==> src/rtl/mem_access_ctrl_if.sv <==
// Bundle of MEM-stage request, dcache handshake and pipeline-control signals
// seen by the memory access controller.
interface mem_access_ctrl_if;
   // Pipeline MEM-stage request
   logic        mem_valid;
   logic        dren_mem;
   logic        dwen_mem;
   logic [2:0]  funct3;
   logic [31:0] addr;
   logic [31:0] store_data;
   logic        flush;
   logic        advance;
   // Dcache side
   logic        dhit;
   logic [31:0] dmemload;
   logic        dmemREN;
   logic        dmemWEN;
   logic [31:0] dmemaddr;
   logic [31:0] dmemstore;
   logic [3:0]  dmembyteen;
   // Results and pipeline control
   logic [31:0] dmemload_mem;
   logic        mem_stall;
   logic        mem_done;
   logic        misaligned_fault;
   logic        bus_error;

   modport slave (
      input  mem_valid, dren_mem, dwen_mem, funct3, addr, store_data, flush, advance,
      input  dhit, dmemload,
      output dmemREN, dmemWEN, dmemaddr, dmemstore, dmembyteen,
      output dmemload_mem, mem_stall, mem_done, misaligned_fault, bus_error
   );

   modport master (
      output mem_valid, dren_mem, dwen_mem, funct3, addr, store_data, flush, advance,
      output dhit, dmemload,
      input  dmemREN, dmemWEN, dmemaddr, dmemstore, dmembyteen,
      input  dmemload_mem, mem_stall, mem_done, misaligned_fault, bus_error
   );
endinterface

==> src/rtl/mem_access_ctrl.sv <==
// MEM-stage load/store controller: issues word-addressed dcache requests, aligns and
// extends load data, and holds the result until the MEM/WB latch advances.
module mem_access_ctrl #(
   parameter int unsigned TIMEOUT_CYCLES = 255
) (
   input  logic               CLK,
   input  logic               nRST,
   mem_access_ctrl_if.slave   bus
);

   typedef enum logic [1:0] {StIdle, StReq, StDone} state_e;

   state_e      state_q, state_d;
   logic [31:0] addr_q, addr_d;
   logic [2:0]  f3_q, f3_d;
   logic        is_load_q, is_load_d;
   logic [31:0] store_q, store_d;
   logic [3:0]  byteen_q, byteen_d;
   logic [31:0] cnt_q, cnt_d;
   logic        flushed_q, flushed_d;
   logic [31:0] result_q, result_d;
   logic        fault_q, fault_d;
   logic        buserr_q, buserr_d;

   logic        req_valid;
   logic        accept;
   logic        f3_ok;
   logic        align_ok;
   logic        legal;
   logic [3:0]  lane_byteen;
   logic [31:0] lane_store;
   logic [31:0] load_shift;
   logic [31:0] load_ext;
   logic [31:0] cnt_inc;
   logic        timeout;

   assign req_valid = bus.mem_valid & (bus.dren_mem | bus.dwen_mem) & ~bus.flush;
   assign accept    = req_valid &
                      ((state_q == StIdle) | ((state_q == StDone) & bus.advance));

   // Decode legality of the incoming request; dren and dwen together is never legal.
   always_comb begin
      f3_ok = 1'b0;
      if (bus.dren_mem && !bus.dwen_mem) begin
         case (bus.funct3)
            3'b000, 3'b001, 3'b010, 3'b100, 3'b101: f3_ok = 1'b1;
            default:                                f3_ok = 1'b0;
         endcase
      end else if (bus.dwen_mem && !bus.dren_mem) begin
         case (bus.funct3)
            3'b000, 3'b001, 3'b010: f3_ok = 1'b1;
            default:                f3_ok = 1'b0;
         endcase
      end
      case (bus.funct3[1:0])
         2'b01:   align_ok = ~bus.addr[0];
         2'b10:   align_ok = (bus.addr[1:0] == 2'b00);
         default: align_ok = 1'b1;
      endcase
   end

   assign legal = f3_ok & align_ok;

   always_comb begin
      lane_byteen = 4'b0000;
      lane_store  = bus.store_data;
      case (bus.funct3[1:0])
         2'b00: begin
            lane_byteen = 4'b0001 << bus.addr[1:0];
            lane_store  = {4{bus.store_data[7:0]}};
         end
         2'b01: begin
            lane_byteen = bus.addr[1] ? 4'b1100 : 4'b0011;
            lane_store  = {2{bus.store_data[15:0]}};
         end
         default: begin
            lane_byteen = 4'b1111;
            lane_store  = bus.store_data;
         end
      endcase
      if (!bus.dwen_mem) begin
         lane_byteen = 4'b0000;
      end
   end

   assign load_shift = bus.dmemload >> {addr_q[1:0], 3'b000};

   always_comb begin
      case (f3_q)
         3'b000:  load_ext = {{24{load_shift[7]}}, load_shift[7:0]};
         3'b001:  load_ext = {{16{load_shift[15]}}, load_shift[15:0]};
         3'b100:  load_ext = {24'd0, load_shift[7:0]};
         3'b101:  load_ext = {16'd0, load_shift[15:0]};
         default: load_ext = bus.dmemload;
      endcase
   end

   assign cnt_inc = cnt_q + 32'd1;
   assign timeout = (TIMEOUT_CYCLES != 0) && (cnt_inc == TIMEOUT_CYCLES);

   always_comb begin
      state_d   = state_q;
      addr_d    = addr_q;
      f3_d      = f3_q;
      is_load_d = is_load_q;
      store_d   = store_q;
      byteen_d  = byteen_q;
      cnt_d     = cnt_q;
      flushed_d = flushed_q;
      result_d  = result_q;
      fault_d   = fault_q;
      buserr_d  = buserr_q;

      case (state_q)
         StIdle: ;
         StReq: begin
            if (bus.flush) begin
               flushed_d = 1'b1;
            end
            // A flushed transaction still runs to dhit/timeout, then retires silently.
            if (bus.dhit) begin
               if (flushed_q || bus.flush) begin
                  state_d  = StIdle;
                  result_d = 32'd0;
               end else begin
                  state_d  = StDone;
                  result_d = is_load_q ? load_ext : 32'd0;
               end
            end else begin
               cnt_d = cnt_inc;
               if (timeout) begin
                  result_d = 32'd0;
                  if (flushed_q || bus.flush) begin
                     state_d = StIdle;
                  end else begin
                     state_d  = StDone;
                     buserr_d = 1'b1;
                  end
               end
            end
         end
         StDone: begin
            if (bus.flush || bus.advance) begin
               state_d  = StIdle;
               result_d = 32'd0;
               fault_d  = 1'b0;
               buserr_d = 1'b0;
            end
         end
         default: state_d = StIdle;
      endcase

      if (accept) begin
         addr_d    = bus.addr;
         f3_d      = bus.funct3;
         is_load_d = bus.dren_mem;
         store_d   = legal ? lane_store : 32'd0;
         byteen_d  = legal ? lane_byteen : 4'b0000;
         cnt_d     = 32'd0;
         flushed_d = 1'b0;
         result_d  = 32'd0;
         fault_d   = ~legal;
         buserr_d  = 1'b0;
         state_d   = legal ? StReq : StDone;
      end
   end

   always_ff @(posedge CLK or negedge nRST) begin
      if (!nRST) begin
         state_q   <= StIdle;
         addr_q    <= 32'd0;
         f3_q      <= 3'd0;
         is_load_q <= 1'b0;
         store_q   <= 32'd0;
         byteen_q  <= 4'd0;
         cnt_q     <= 32'd0;
         flushed_q <= 1'b0;
         result_q  <= 32'd0;
         fault_q   <= 1'b0;
         buserr_q  <= 1'b0;
      end else begin
         state_q   <= state_d;
         addr_q    <= addr_d;
         f3_q      <= f3_d;
         is_load_q <= is_load_d;
         store_q   <= store_d;
         byteen_q  <= byteen_d;
         cnt_q     <= cnt_d;
         flushed_q <= flushed_d;
         result_q  <= result_d;
         fault_q   <= fault_d;
         buserr_q  <= buserr_d;
      end
   end

   assign bus.dmemREN          = (state_q == StReq) & is_load_q;
   assign bus.dmemWEN          = (state_q == StReq) & ~is_load_q;
   assign bus.dmemaddr         = {addr_q[31:2], 2'b00};
   assign bus.dmemstore        = store_q;
   assign bus.dmembyteen       = byteen_q;
   assign bus.dmemload_mem     = result_q;
   assign bus.mem_stall        = (state_q == StReq) | ((state_q == StIdle) & req_valid);
   assign bus.mem_done         = (state_q == StDone);
   assign bus.misaligned_fault = fault_q;
   assign bus.bus_error        = buserr_q;

endmodule

==> src/flat_wrapper.sv <==
// flat-port wrapper written by rule: the top's interface ports become plain ports
module mem_access_ctrl_flat 
#(
   parameter int unsigned TIMEOUT_CYCLES = 255
)
  (CLK, nRST, bus_mem_valid, bus_dren_mem, bus_dwen_mem, bus_funct3, bus_addr, bus_store_data, bus_flush, bus_advance, bus_dhit, bus_dmemload, bus_dmemREN, bus_dmemWEN, bus_dmemaddr, bus_dmemstore, bus_dmembyteen, bus_dmemload_mem, bus_mem_stall, bus_mem_done, bus_misaligned_fault, bus_bus_error);
  mem_access_ctrl_if bus_i ();
  input  logic CLK;
  input  logic nRST;
  input wire logic [$bits(bus_i.mem_valid)-1:0] bus_mem_valid;
  input wire logic [$bits(bus_i.dren_mem)-1:0] bus_dren_mem;
  input wire logic [$bits(bus_i.dwen_mem)-1:0] bus_dwen_mem;
  input wire logic [$bits(bus_i.funct3)-1:0] bus_funct3;
  input wire logic [$bits(bus_i.addr)-1:0] bus_addr;
  input wire logic [$bits(bus_i.store_data)-1:0] bus_store_data;
  input wire logic [$bits(bus_i.flush)-1:0] bus_flush;
  input wire logic [$bits(bus_i.advance)-1:0] bus_advance;
  input wire logic [$bits(bus_i.dhit)-1:0] bus_dhit;
  input wire logic [$bits(bus_i.dmemload)-1:0] bus_dmemload;
  output wire logic [$bits(bus_i.dmemREN)-1:0] bus_dmemREN;
  output wire logic [$bits(bus_i.dmemWEN)-1:0] bus_dmemWEN;
  output wire logic [$bits(bus_i.dmemaddr)-1:0] bus_dmemaddr;
  output wire logic [$bits(bus_i.dmemstore)-1:0] bus_dmemstore;
  output wire logic [$bits(bus_i.dmembyteen)-1:0] bus_dmembyteen;
  output wire logic [$bits(bus_i.dmemload_mem)-1:0] bus_dmemload_mem;
  output wire logic [$bits(bus_i.mem_stall)-1:0] bus_mem_stall;
  output wire logic [$bits(bus_i.mem_done)-1:0] bus_mem_done;
  output wire logic [$bits(bus_i.misaligned_fault)-1:0] bus_misaligned_fault;
  output wire logic [$bits(bus_i.bus_error)-1:0] bus_bus_error;
  assign bus_i.mem_valid = bus_mem_valid;
  assign bus_i.dren_mem = bus_dren_mem;
  assign bus_i.dwen_mem = bus_dwen_mem;
  assign bus_i.funct3 = bus_funct3;
  assign bus_i.addr = bus_addr;
  assign bus_i.store_data = bus_store_data;
  assign bus_i.flush = bus_flush;
  assign bus_i.advance = bus_advance;
  assign bus_i.dhit = bus_dhit;
  assign bus_i.dmemload = bus_dmemload;
  assign bus_dmemREN = bus_i.dmemREN;
  assign bus_dmemWEN = bus_i.dmemWEN;
  assign bus_dmemaddr = bus_i.dmemaddr;
  assign bus_dmemstore = bus_i.dmemstore;
  assign bus_dmembyteen = bus_i.dmembyteen;
  assign bus_dmemload_mem = bus_i.dmemload_mem;
  assign bus_mem_stall = bus_i.mem_stall;
  assign bus_mem_done = bus_i.mem_done;
  assign bus_misaligned_fault = bus_i.misaligned_fault;
  assign bus_bus_error = bus_i.bus_error;
  mem_access_ctrl #(.TIMEOUT_CYCLES(TIMEOUT_CYCLES)) u_core (.CLK(CLK), .nRST(nRST), .bus(bus_i));
endmodule
==> config.mk <==
export PLATFORM = sky130hd
export DESIGN_NAME = mem_access_ctrl_flat
export DESIGN_NICKNAME = d
export VERILOG_FILES = /design/src/rtl/mem_access_ctrl_if.sv /design/src/rtl/mem_access_ctrl.sv /design/src/flat_wrapper.sv
export SDC_FILE = /design/constraint.sdc
export NUM_CORES = 1
export LEC_CHECK = 0
export BUFFER_PORTS_ARGS = -buffer_cell sky130_fd_sc_hd__buf_4
export CAP_MARGIN = 20
export CORE_UTILIZATION = 48
export DETAILED_ROUTE_END_ITERATION = 8
export HOLD_SLACK_MARGIN = 0.1
export PLACE_DENSITY_LB_ADDON = 0.08
export REMOVE_ABC_BUFFERS = 1
export SYNTH_ARGS = -nofsm -noshare
export SYNTH_HDL_FRONTEND = slang
export SYNTH_SLANG_ARGS = --single-unit
==> constraint.sdc <==
create_clock -name CLK -period 3 [get_ports CLK]
set_input_delay 0.3 -clock CLK [delete_from_list [all_inputs] [get_ports CLK]]
set_output_delay 0.3 -clock CLK [all_outputs]
set_load 0.03 [all_outputs]
; ---- After elaboration in Yosys (flattened, before gate mapping)
; Cells that the tools add are included.
[totals]
reg_bits = 141
in_bits = 107
output_inout_bits = 106
wordCells = 112
[classes]
n_addsub = 1
n_eq_ne = 19
n_shift = 2
n_mux = 40
bitwise_logic = 15
reduce_logical = 24
[ops]
columns = op, count
row1 = $mux W32, 10
row2 = $pmux W32 S2, 2
row3 = $pmux W32 S4, 1
row4 = $add A32 B1 Y32 const B, 1
row5 = $eq A32 B8 Y1 const B, 1
row6 = $shr A32 B5 Y16, 1
row7 = $mux W1, 14
row8 = $eq A3 B3 Y1 const B, 4
row9 = $mux W2, 6
row10 = $mux W4, 3
row11 = $and A1 B1 Y1, 8
row12 = $pmux W4 S2, 1
row13 = $reduce_bool A2 Y1, 4
row14 = $eq A3 B1 Y1 const B, 2
row15 = $logic_not A2 Y1, 3
row16 = $logic_not A3 Y1, 2
row17 = $ne A3 B1 Y1 const B, 2
row18 = $ne A3 B2 Y1 const B, 2
row19 = $pmux W2 S3, 1
row20 = $reduce_and A2 Y1, 3
row21 = $reduce_and A3 Y1, 2
row22 = $reduce_and A5 Y1, 1
row23 = $reduce_or A5 Y1, 1
row24 = $eq A2 B1 Y1 const B, 2
row25 = other kinds (13), 24

; ---- Depth between registers and ports, before layout
; Gate-level depths: netlist of run 1.
[logic_depth]
depth_word = 8
depth_mapped = 11
ltp_nobuf = 9

; ---- Least setup slack after synthesis of run 1
; OpenSTA, ideal clock, no wires.
[synth_path]
kind = flip-flop to flip-flop
from = reg u_core.cnt_q[0]
to = reg u_core.buserr_q (netlist: u_core.bus.bus_error)
setup_ns = 0.128
t_arrival_ns = 2.883
required_ns = 2.872
slack_ns = -0.011
stages_incl_launch_ff = 10
path_buffers = 0
period_less_slack_ns = 3.011
cell_sequence = dfrtp_1 ha_1 nand3_2 or4_4 a221oi_1 nand4_1 a2111oi_2 nand4_2 o221ai_1 mux2_1
[synth_between]
elab_chain_len = 4
[synth_rtl]
columns = element, line
row1 = "start, declared", mem_access_ctrl.sv:19  ; logic [31:0] cnt_q, cnt_d;
row2 = "start signal, assigned", mem_access_ctrl.sv:188  ; cnt_q <= cnt_d;
row3 = $add A32 B1 Y32, mem_access_ctrl.sv:98  ; assign cnt_inc = cnt_q + 32'd1;
row4 = $eq A32 B8 Y1, mem_access_ctrl.sv:99  ; assign timeout = (TIMEOUT_CYCLES != 0) && (cnt_inc == TIMEOUT_CYCLES);
row5 = $ne A3 B1 Y1 (no line), n/a
row6 = $reduce_and A5 Y1 (no line), n/a
row7 = "end signal, assigned", mem_access_ctrl.sv:192  ; buserr_q <= buserr_d;
row8 = "end, declared", mem_access_ctrl.sv:23  ; logic buserr_q, buserr_d;
; No other way between the ends.
; A chain may end at the register's enable or synchronous reset.

; ---- Final worst setup path of run 1
[layout_path]
from = reg u_core.cnt_q[1]
to = reg u_core.result_q[19] (netlist: u_core.bus.dmemload_mem[19])
[layout_between]
elab_chain_len = 4
[layout_rtl]
columns = element, line
row1 = $add A32 B1 Y32, mem_access_ctrl.sv:98
row2 = $eq A32 B8 Y1, mem_access_ctrl.sv:99
row3 = $ne A4 B2 Y1 (no line), n/a
row4 = $reduce_and A3 Y1 (no line), n/a
row5 = "end signal, assigned", mem_access_ctrl.sv:190  ; result_q <= result_d;
row6 = "end, declared", mem_access_ctrl.sv:21  ; logic [31:0] result_q, result_d;
; No other way between the ends.

==> key figures, run 1 <==
Place
  – HPWL after detailed placement: 14.65 mm
  – Gpl congestion: ~0.9
  – Placement Setup Slack: 0.04535 ns
  – I/O Buffers: 210
  – Placed Cells: approximately 1300

Synthesis
  – Synth Flop Type: dfrtp_1
  – Syn Inst Count: approximately 900
  – Largest cells by area after synthesis: dfrtp_1, nand2_1, buf_4
  – Post-synth EDFFs: 0
  – Synth Warn #: 0
  – Commonest cells in the netlist: nand2_1, dfrtp_1, nor2_1
  – Post-synth cell types: 62
  – Async set or reset register ratio after synthesis: 1.000
  – Post-Synthesis Cell Area: around 7800 um^2
  – Synthesized flop and latch total: about 140
  – Syn avg cell area: 8.785 um^2
  – Largest area contributor in the netlist: dfrtp_1
  – Sequential element share of the synthesized area: 0.4543
  – Most numerous cell in the Yosys netlist: nand2_1
  – Share of Yosys cell area claimed by the top area cell type: 0.4543

Run status
  – Status: finished, final reports clean

Critical path
  – R2R setup slack: about 0.17 ns
  – WP data required: roughly 3.3 ns
  – Crit path buf inv count: 3
  – Crit-path cells: ha_2 > nand3_2 > or4_4 > buf_6 > nor2_2 > nand2_1 > a2111oi_4 > nand4_4 > a31oi_4 > buf_12 > clkbuf_16 > o21ai_2
  – Slowest CP cell: or4_4
  – Cell family with most CP delay: simple AND/OR/NAND/NOR gates
  – Crit-path max FO: 7
  – Crit Path Class: reg2reg
  – WP data arrival: ~3.1 ns
  – Startpoint types: flop
  – Critical Path End Type: flop
  – Critical path's largest stage delay: roughly 0.54 ns

Die
  – Die area: between 15000 and 20000 um^2
  – Starting density of the core: 0.4907
  – Die X: ~130 um
  – Core Box Area: 15830 um^2
  – Die Y: 129.2 um
  – Row cnt: 46
  – Top-level I/O count: ~210

Clock tree
  – Latest clock arrival within the worst-skew pair: 0.43 ns
  – Clock Tree Buf Depth: 2
  – H-tree depth: 4
  – Clock Sinks: 141
  – Total clock buffers created by CTS: 17
  – CTS tree: yes
  – Clk pin slew, worst setup/hold paths: around 0.060 ns
  – CTS Root Cell: clkbuf_16

Timing
  – Final worst slack: 0.1700 ns
  – WHS: around 0.11 ns
  – Final Hold Vio Count: 0
  – Slew margin rel.: 0.5971
  – Fin. max-slew vios: 0
  – Tmin final: 2.830 ns
  – F_max: around 350 MHz
  – RSZ-0062 raised after global routing: false
  – Post-route clock skew: 0.004410 ns
  – # setup viols final: 0
  – Fin crit share: 0.9433
  – Slew at the pin closest to its max-slew limit: ~0.60 ns

Power
  – Comb pwr share: 0.393
  – Internal power: between 5 and 6 mW
  – Power Dens Cells: around 760 nW/um^2
  – Switching power total: about 3.0 mW
  – Leakage: between 5 and 6 nW
  – Final Power: 8.139 mW
  – Clock power frac: 0.299
  – Net Sw Frac: 0.3662
  – Sequential group share of total power: 0.309
  – IR drop worst, VDD: between 0.5 and 0.6 mV

Route
  – Vias post-DR: 7149
  – Routed Antenna Nets: 0
  – Drt wl/cell: 16.10 um
  – Remaining DRCs: 0
  – Vias per Instance: approximately 5.3
  – Final WL: approximately 22 mm
  – Initial drt markers: 438
  – Detailed Routing Iterations Pass 1: 5

Final layout
  – Share of cells above drive strength 1: 0.3084
  – Finished Core Util: 0.6790
  – Number of fill cells: between 1000 and 1500
  – Cell Count, Final, Fillers Out: 1342
  – Fin nets: roughly 1200
  – Synth-to-Final Area Change: 38.38%

Global route
  – First-pass GRT wire length: ~34 mm
  – Vias in the first global route: roughly 6800
  – Initial antenna violation count: 0
  – Tot GR Track Use: 0.2630
  – Grt ovf: 0
  – Largest net degree at the start of global routing: between 100 and 150

Worst hold path
  – Worst Hold Class: in2reg

Job
  – Max-Cap Viols: 0
==> sequential cells by signal, summed over array words and instances (netlist names) <==
register,flops
u_core.state_q,2
u_core.flushed_q,1
u_core.cnt_q,32
u_core.bus.dmemstore,32
u_core.bus.dmembyteen,4
u_core.addr_q,32
u_core.bus.dmemload_mem,32
u_core.f3_q,3
u_core.bus.bus_error,1
u_core.is_load_q,1
u_core.bus.misaligned_fault,1
==> through the flow <==
stage               cell area [um^2]  TNS, ns
finish                         10750        0
global route                   10740        0
CTS                            10570        0
detailed placement              9569        0
global placement                9569        0
floorplan                       7277   -28.55
==> cells in the final DEF, fill, tap and decap left out, types with 9 or more instances in the layout <==
cell / instances
a21oi_1: 35
nand4_1: 19
nor2_1: 54
inv_1: 44
o22ai_1: 18
o31ai_1: 25
nand2_1: 194
a22o_1: 9
dlygate4sd3_1: 32
o21ai_0: 51
dfrtp_1: 140
nand3_1: 17
buf_4: 254
clkbuf_16: 19
xnor2_1: 14
xor2_1: 19
mux2i_1: 20
o21ai_2: 20
or3_1: 9
==> power by group through the flow <==
stage,sequential [mW],clock (mW),combinational [mW]
5_1_grt,2.56,2.55,3.42
6_report,2.51,2.43,3.19
4_1_cts,2.51,2.46,3.02
3_5_place_dp,2.54,0,2.98
3_3_place_gp,2.53,0,2.95
2_1_floorplan,3.27,0,1.03
==> worst paths after layout <==
kind                                               end                     start  cells past startpoint
max in group asynchronous     u_core.bus.dmembyteen[0]                      nRST                      3
hold / removal                          u_core.f3_q[2]             bus_funct3[2]                      3
min in group asynchronous  u_core.bus.dmemload_mem[27]                      nRST                      2
setup / recovery           u_core.bus.dmemload_mem[19]           u_core.cnt_q[1]                     12
setup reg to reg           u_core.bus.dmemload_mem[19]           u_core.cnt_q[1]                     12
hold reg to reg               u_core.bus.dmemstore[11]  u_core.bus.dmemstore[11]                      2
==> routing by layer <==
| layer | vias to the layer above | global-route usage | wire (um) |
|---|---|---|---|
| li1 | 3471 | - | - |
| met1 | 3413 | 0.3446 | 9541 |
| met2 | 223 | 0.4203 | 10360 |
| met3 | 42 | 0.06235 | 1179 |
| met4 | 0 | 0.1059 | 520 |
| met5 | - | 0 | 0 |
==> layout make-up <==
cell class                      count  area, um^2  area share
Multi-Input combinational cell    612        3676      0.3421
Sequential cell                   141        3530      0.3284
Timing Repair Buffer              297        2422      0.2254
Clock buffer                       20       466.7     0.04343
Tap cell                          216       270.3     0.02515
Clock inverter                     10       210.2     0.01956
Inverter                           45       168.9     0.01572
Antenna cell                        1       2.502   0.0002329
==> logic make-up after synthesis <==
| family | synth area share |
|---|---|
| AOI/OAI and AO/OA | 0.1726 |
| xor gates and xnor gates | 0.03722 |
| adders and majority gates | 0.01289 |
| buffers and inverters | 0.08523 |
| DFF | 0.4543 |
| muxes | 0.03303 |
| other | 0.0004829 |
| and+or+nand+nor | 0.2043 |
==> tightest hold or removal path, stage by stage <==
cell and delay [ns]:
buf_4 0.10, nand2_1 0.04, nand2_1 0.06
==> timing repair <==
item,4_1_cts,5_1_grt
hold endpoints to repair,91,0
resized for setup,0,20
endpoints found under the setup margin,0,35
buffers inserted,0,1
hold buffers,32,0
(Power assumes the default switching activity.)
==> inputs of run 2 (changes only) <==
Settings changed: MAX_ROUTING_LAYER from default to met4.
==> run 2 against run 1 <==
- register-to-register slack about the same
- non-clock buffer count did not move
- clock power about the same
==> key figures, run 2 (synthesis gave the netlist of run 1 again) <==
Run status
  – Status: finished, final reports clean

Global route
  – Vias in the first global route: 6792 (-0.044%)
  – Tot GR Track Use: 0.2706 (+0.007559)
  – GR Util met2: 0.4181 (-0.002214)
  – Largest net degree at the start of global routing: 105 (unchanged)
  – GRT Max-Usage Layer: met2
  – GR Util met1: 0.3459 (+0.001335)
  – Grt ovf: 0 (unchanged)
  – First-pass GRT wire length: 34.13 mm (-0.12%)
  – Initial antenna violation count: 0 (unchanged)
  – Met3 usage in global routing: 0.05161 (-0.01073)

Final layout
  – Commonest non-fill, non-tap cell in the layout: buf_4
  – Number of fill cells: 1303 (unchanged)
  – Design Area, Final: 10750 um^2 (unchanged)
  – Fin nets: 1229 (unchanged)
  – Commonest non-fill, non-tap cells in the layout: buf_4, nand2_1, dfrtp_1
  – Share of cells above drive strength 1: 0.3084 (unchanged)
  – Synth-to-Final Area Change: 38.38% (unchanged)

Power
  – Sequential group share of total power: 0.309 (about the same)
  – Leakage: 5.106 nW (unchanged)
  – Switching power total: 2.990 mW (+0.32%)
  – Clock power frac: 0.300 (about the same)
  – Internal power: 5.159 mW (about the same)
  – Net Sw Frac: 0.3669 (+0.0007298)
  – Final Power: 8.148 mW (+0.12%)
  – IR drop worst, VDD: 0.5116 mV (+1.4%)
  – Comb pwr share: 0.392 (about the same)
  – Power Dens Cells: 758.2 nW/um^2 (+0.12%)

Timing
  – WHS: 0.1059 ns (+0.00009200 ns)
  – Fin crit share: 0.9437 (about the same)
  – Final Hold Vio Count: 0 (unchanged)
  – RSZ-0062 raised after global routing: false
  – # setup viols final: 0 (unchanged)
  – Fin. max-slew vios: 0 (unchanged)
  – F_max: 353.2 MHz (about the same)
  – Tmin final: 2.831 ns (+0.001054 ns)
  – Slew at the pin closest to its max-slew limit: 0.6083 ns (+0.003887 ns)
  – Slew margin rel.: 0.5945 (-0.002591)
  – Post-route clock skew: 0.008303 ns (+0.003893 ns)

Route
  – Drt wl/cell: 16.10 um (about the same)
  – Vias per Instance: 5.342 (+0.28%)
  – Remaining DRCs: 0 (unchanged)
  – Vias post-DR: 7169 (+0.28%)
  – Routed Antenna Nets: 0 (unchanged)
  – Initial drt markers: 445 (+1.6%)
  – Detailed Routing Iterations Pass 1: 5 (unchanged)
  – Final WL: 21.61 mm (about the same)

Critical path
  – Crit path buf inv count: 3 (unchanged)
  – Cell family with most CP delay: simple AND/OR/NAND/NOR gates
  – Slowest CP cell: or4_4
  – Crit-path max FO: 7 (unchanged)
  – WP data required: 3.31 ns (about the same)
  – Critical path's largest stage delay: 0.54 ns (about the same)
  – Crit-path cells: ha_2 > nand3_2 > or4_4 > buf_6 > nor2_2 > nand2_1 > a2111oi_4 > nand4_4 > a31oi_4 > buf_12 > clkbuf_16 > o21ai_2
  – Crit Path Class: reg2reg
  – WP data arrival: 3.14 ns (about the same)
  – Critical Path End Type: flop
  – Startpoint types: flop

Die
  – Die area: 16690 um^2 (unchanged)
  – Die Y: 129.2 um (unchanged)
  – Top-level I/O count: 213 (unchanged)
  – Row cnt: 46 (unchanged)
  – Die X: 129.2 um (unchanged)
  – Core Box Area: 15830 um^2 (unchanged)
  – Starting density of the core: 0.4907 (unchanged)

Place
  – HPWL after detailed placement: 14.65 mm (unchanged)
  – Gpl congestion: 0.9140 (+1.7%)
  – I/O Buffers: 210 (unchanged)
  – Placed cell areas: 9569 um^2 (unchanged)

Clock tree
  – CTS Root Cell: clkbuf_16
  – Clk pin slew, worst setup/hold paths: 0.06 ns (about the same)
  – Clock Tree Buf Depth: 2 (unchanged)
  – Clock Sinks: 141 (unchanged)
  – Total clock buffers created by CTS: 17 (unchanged)
  – Latest clock arrival within the worst-skew pair: 0.43 ns (about the same)
  – H-tree depth: 4 (unchanged)
  – CTS tree: yes

Worst hold path
  – Worst Hold Class: in2reg

Job
  – Max-Cap Viols: 0 (unchanged)
==> run 2: cell type report <==
type,instances,area (um^2),share of cell area
inverters,45,168.9,0.01572
clock inverters,10,210.2,0.01956
flip-flops and latches,141,3530,0.3284
clock buffers,20,466.7,0.04343
diodes,1,2.502,0.0002329
repair buffers,297,2422,0.2254
multi-input cells,612,3676,0.3421
well taps,216,270.3,0.02515
==> run 2: timing repair <==
action                                  4_1_cts  5_1_grt
hold endpoints to repair                     91        0
resized for setup                             0       20
endpoints found under the setup margin        0       35
setup buffers                                 0        1
hold buffers                                 32        0
==> run 2: path summary, 6_finish.rpt <==
kind / startpoint / endpoint / slack, ns / cells after the start
worst max-delay path: u_core.cnt_q[1] / u_core.bus.dmemload_mem[19] / 0.17 / 12
worst min-delay path: bus_funct3[2] / u_core.f3_q[2] / 0.11 / 3
worst max register to register: u_core.cnt_q[1] / u_core.bus.dmemload_mem[19] / 0.17 / 12
worst min register to register: u_core.addr_q[18] / u_core.addr_q[18] / 0.47 / 2
max in group asynchronous: nRST / u_core.bus.dmemstore[14] / 1.76 / 3
min in group asynchronous: nRST / u_core.bus.dmemload_mem[29] / 0.44 / 2
==> run 2: routing by layer <==
metal,part of all wire,routed length [um],vias up
met2,0.48,10390,246
met3,0.055,1196,47
met4,0.028,599,0
li1,-,-,3474
met1,0.44,9424,3402
met5,0,0,-
==> run 2: tightest hold or removal path: cells and delay by family <==
family / cells / cell delay, ns
buf+inv: 1 / 0.10
simple gates: 2 / 0.10
==> run 2: through the flow <==
stage | setup TNS (ns) | worst slack [ns] | utilization | instances
final | 0 | 0.1690 | 0.6790 | 1342
after global routing | 0 | 0.04018 | 0.6788 | 1341
after CTS | 0 | 0.03486 | 0.6676 | 1337
after detailed placement | 0 | 0.04535 | 0.6046 | 1275
after global placement | 0 | 0.07003 | 0.6046 | 1275
after floorplan | -28.55 | -0.8955 | - | 798
==> run 2: power by group through the flow <==
stage          sequential [mW]  clock (mW)  combinational [mW]
5_1_grt                   2.56        2.54                3.42
4_1_cts                   2.51        2.46                3.02
3_5_place_dp              2.54           0                2.98
6_report                  2.51        2.44                3.19
3_3_place_gp              2.53           0                2.95
2_1_floorplan             3.27           0                1.03
==> inputs of run 3 (changes only) <==
Settings changed: CORE_UTILIZATION 48 to 40, CTS_CLUSTER_DIAMETER from default to 120.
==> run 3 against run 2 <==
- sequential share of layout area barely moved
- final cell count increased by 3.7%
- utilization shrank 11 points
- clock skew shrank 0.00064 ns
- register-to-register slack got worse by 0.09 ns
- count of clock-buffer cells in the layout decreased by 1
- sequential power is 2% higher
- via count decreased by 1.6%
- sequential cell count unchanged
- die area up 20%
- global-route usage is 4.4 points lower
- critical endpoint is now u_core.bus.dmemload_mem[6]
==> key figures, run 3 (synthesis gave the netlist of run 1 again) <==
Final layout
  – Commonest non-fill, non-tap cells in the layout: buf_4, nand2_1, dfrtp_1
  – Fin nets: 1234 (+0.41%)
  – Share of cells above drive strength 1: 0.3048 (-0.003674)
  – # diodes: 0 (-1)
  – Synth-to-Final Area Change: 38.36% (about the same)
  – Commonest non-fill, non-tap cell in the layout: buf_4
  – Number of fill cells: 1766 (+36%)

Timing
  – RSZ-0062 raised after global routing: true
  – Fin crit share: 0.9746 (+0.03088)
  – Final Hold Vio Count: 0 (unchanged)
  – Post-route clock skew: 0.007659 ns (-0.0006443 ns)
  – F_max: 342.0 MHz (-3.2%)
  – Tmin final: 2.924 ns (+0.09264 ns)
  – Fin. max-slew vios: 0 (unchanged)
  – Slew margin rel.: 0.4737 (-0.1208)
  – # setup viols final: 0 (unchanged)
  – Sum Neg Setup Slack: 0 ns (unchanged)
  – Slew at the pin closest to its max-slew limit: 0.7895 ns (+0.1812 ns)

Die
  – Die Y: 141.3 um (+9.4%)
  – Top-level I/O count: 213 (unchanged)
  – Row cnt: 50 (+8.7%)
  – Die X: 141.3 um (+9.4%)
  – Die area: 19980 um^2 (+20%)
  – Starting density of the core: 0.4111 (-0.07961)
  – Core Box Area: 18890 um^2 (+19%)

Power
  – Power Dens Cells: 736.6 nW/um^2 (-2.9%)
  – Comb pwr share: 0.392 (about the same)
  – Net Sw Frac: 0.3793 (+0.01242)
  – Internal power: 4.912 mW (-4.8%)
  – Final Power: 7.915 mW (-2.9%)
  – Leakage: 5.084 nW (-0.43%)
  – Switching power total: 3.002 mW (+0.42%)
  – IR drop worst, VDD: 0.4574 mV (-11%)
  – Sequential group share of total power: 0.322 (+0.013)
  – Clock power frac: 0.286 (-0.014)

Clock tree
  – CTS Root Cell: clkbuf_16
  – Clk pin slew, worst setup/hold paths: 0.06 ns (about the same)
  – H-tree depth: 4 (unchanged)
  – CTS tree: yes
  – Latest clock arrival within the worst-skew pair: 0.43 ns (about the same)
  – Clock Sinks: 141 (unchanged)
  – Total clock buffers created by CTS: 17 (unchanged)
  – Clock Tree Buf Depth: 2 (unchanged)

Global route
  – First-pass GRT wire length: 34.38 mm (+0.71%)
  – Tot GR Track Use: 0.2271 (-0.04350)
  – Initial antenna violation count: 0 (unchanged)
  – Vias in the first global route: 6655 (-2.0%)
  – Grt ovf: 0 (unchanged)
  – Largest net degree at the start of global routing: 82 (-22%)

Route
  – Detailed Routing Iterations Pass 1: 5 (unchanged)
  – Routed Antenna Nets: 0 (unchanged)
  – Final WL: 21.90 mm (+1.4%)
  – Remaining DRCs: 0 (unchanged)
  – Initial drt markers: 403 (-9.4%)
  – Vias per Instance: 5.065 (-5.2%)
  – Vias post-DR: 7051 (-1.6%)
  – Drt wl/cell: 15.73 um (-2.3%)

Critical path
  – Startpoint types: flop
  – Crit-path cells: ha_2 > nand3_2 > or4_4 > buf_6 > nor4_4 > o21bai_1 > a2111oi_2 > nand4_2 > a31oi_4 > buf_12 > clkbuf_16 > o22ai_1
  – Critical Path End Type: flop
  – WP data required: 3.31 ns (about the same)
  – WP data arrival: 3.23 ns (+0.09 ns)
  – Critical path's largest stage delay: 0.50 ns (-0.04 ns)
  – Crit Path Class: reg2reg
  – Slowest CP cell: or4_4
  – Crit-path max FO: 8 (+1)

Job
  – Max-Cap Viols: 0 (unchanged)

Place
  – Gpl congestion: 0.8700 (-4.8%)
  – HPWL after detailed placement: 15.08 mm (+2.9%)
  – I/O Buffers: 210 (unchanged)

Worst hold path
  – Worst Hold Class: in2reg

Run status
  – Status: finished, final reports clean
-- run 3: timing repair --
action	CTS	global route
setup endpoints to repair	5	35
setup buffers	0	4
hold buffers	34	0
pin swaps	3	7
gates cloned	0	2
endpoints found under the hold margin	83	0
gates resized for setup	0	13
-- run 3: critical path: cells and delay by family (launching register included) --
family / cells / cell delay (ns)
fa+ha+maj: 1 / 0.19
buf+inv: 3 / 0.45
compound gates: 4 / 0.85
simple gates: 4 / 0.95
flops: 1 / 0.35
-- run 3: area by class of cell --
cell class / instances / area, um^2 / area share
Multi-Input combinational cell: 612 / 3642 / 0.3390
Clock inverter: 13 / 188.9 / 0.01758
Sequential cell: 141 / 3530 / 0.3285
Tap cell: 260 / 325.3 / 0.03027
Inverter: 45 / 168.9 / 0.01572
Clock buffer: 19 / 432.9 / 0.04029
Timing Repair Buffer: 302 / 2457 / 0.2287
-- run 3: final timing paths --
| path | endpoint | from | cells after the start | slack (ns) |
|---|---|---|---|---|
| max in group asynchronous | u_core.cnt_q[13] | nRST | 3 | 1.85 |
| setup reg to reg | u_core.bus.dmemload_mem[6] | u_core.cnt_q[1] | 12 | 0.08 |
| min in group asynchronous | u_core.bus.dmemload_mem[4] | nRST | 2 | 0.39 |
| setup / recovery | u_core.bus.dmemload_mem[6] | u_core.cnt_q[1] | 12 | 0.08 |
| hold reg to reg | u_core.addr_q[19] | u_core.addr_q[19] | 2 | 0.47 |
| hold / removal | u_core.bus.dmemload_mem[24] | bus_dmemload[24] | 3 | 0.12 |
-- run 3: power groups by stage --
stage | combinational (mW) | clock [mW] | sequential, mW
2_1_floorplan | 1.03 | 0 | 3.27
6_report | 3.11 | 2.26 | 2.55
3_5_place_dp | 2.94 | 0 | 2.58
4_1_cts | 2.98 | 2.32 | 2.55
3_3_place_gp | 2.92 | 0 | 2.57
5_1_grt | 3.33 | 2.39 | 2.60
-- run 3: layer usage --
metal,vias up,track usage,share of wire
met5,-,-,0
met1,3346,0.2925,0.45
met3,27,0.04117,0.042
met2,194,0.3611,0.49
li1,3484,-,-
met4,0,0.07551,0.016
-- run 3: stage by stage --
step	cells	worst slack [ns]	utilization	area, um^2	hold WS, ns
5_1_grt	1392	-0.06738	0.5687	10750	0.1141
2_1_floorplan	798	-0.8955	-	7277	0.004409
6_report	1392	0.07632	0.5687	10750	0.1237
4_1_cts	1386	0.05967	0.5607	10590	0.1027
3_5_place_dp	1320	0.01079	0.5098	9632	0.2873
3_3_place_gp	1320	0.05611	0.5098	9632	0.2867
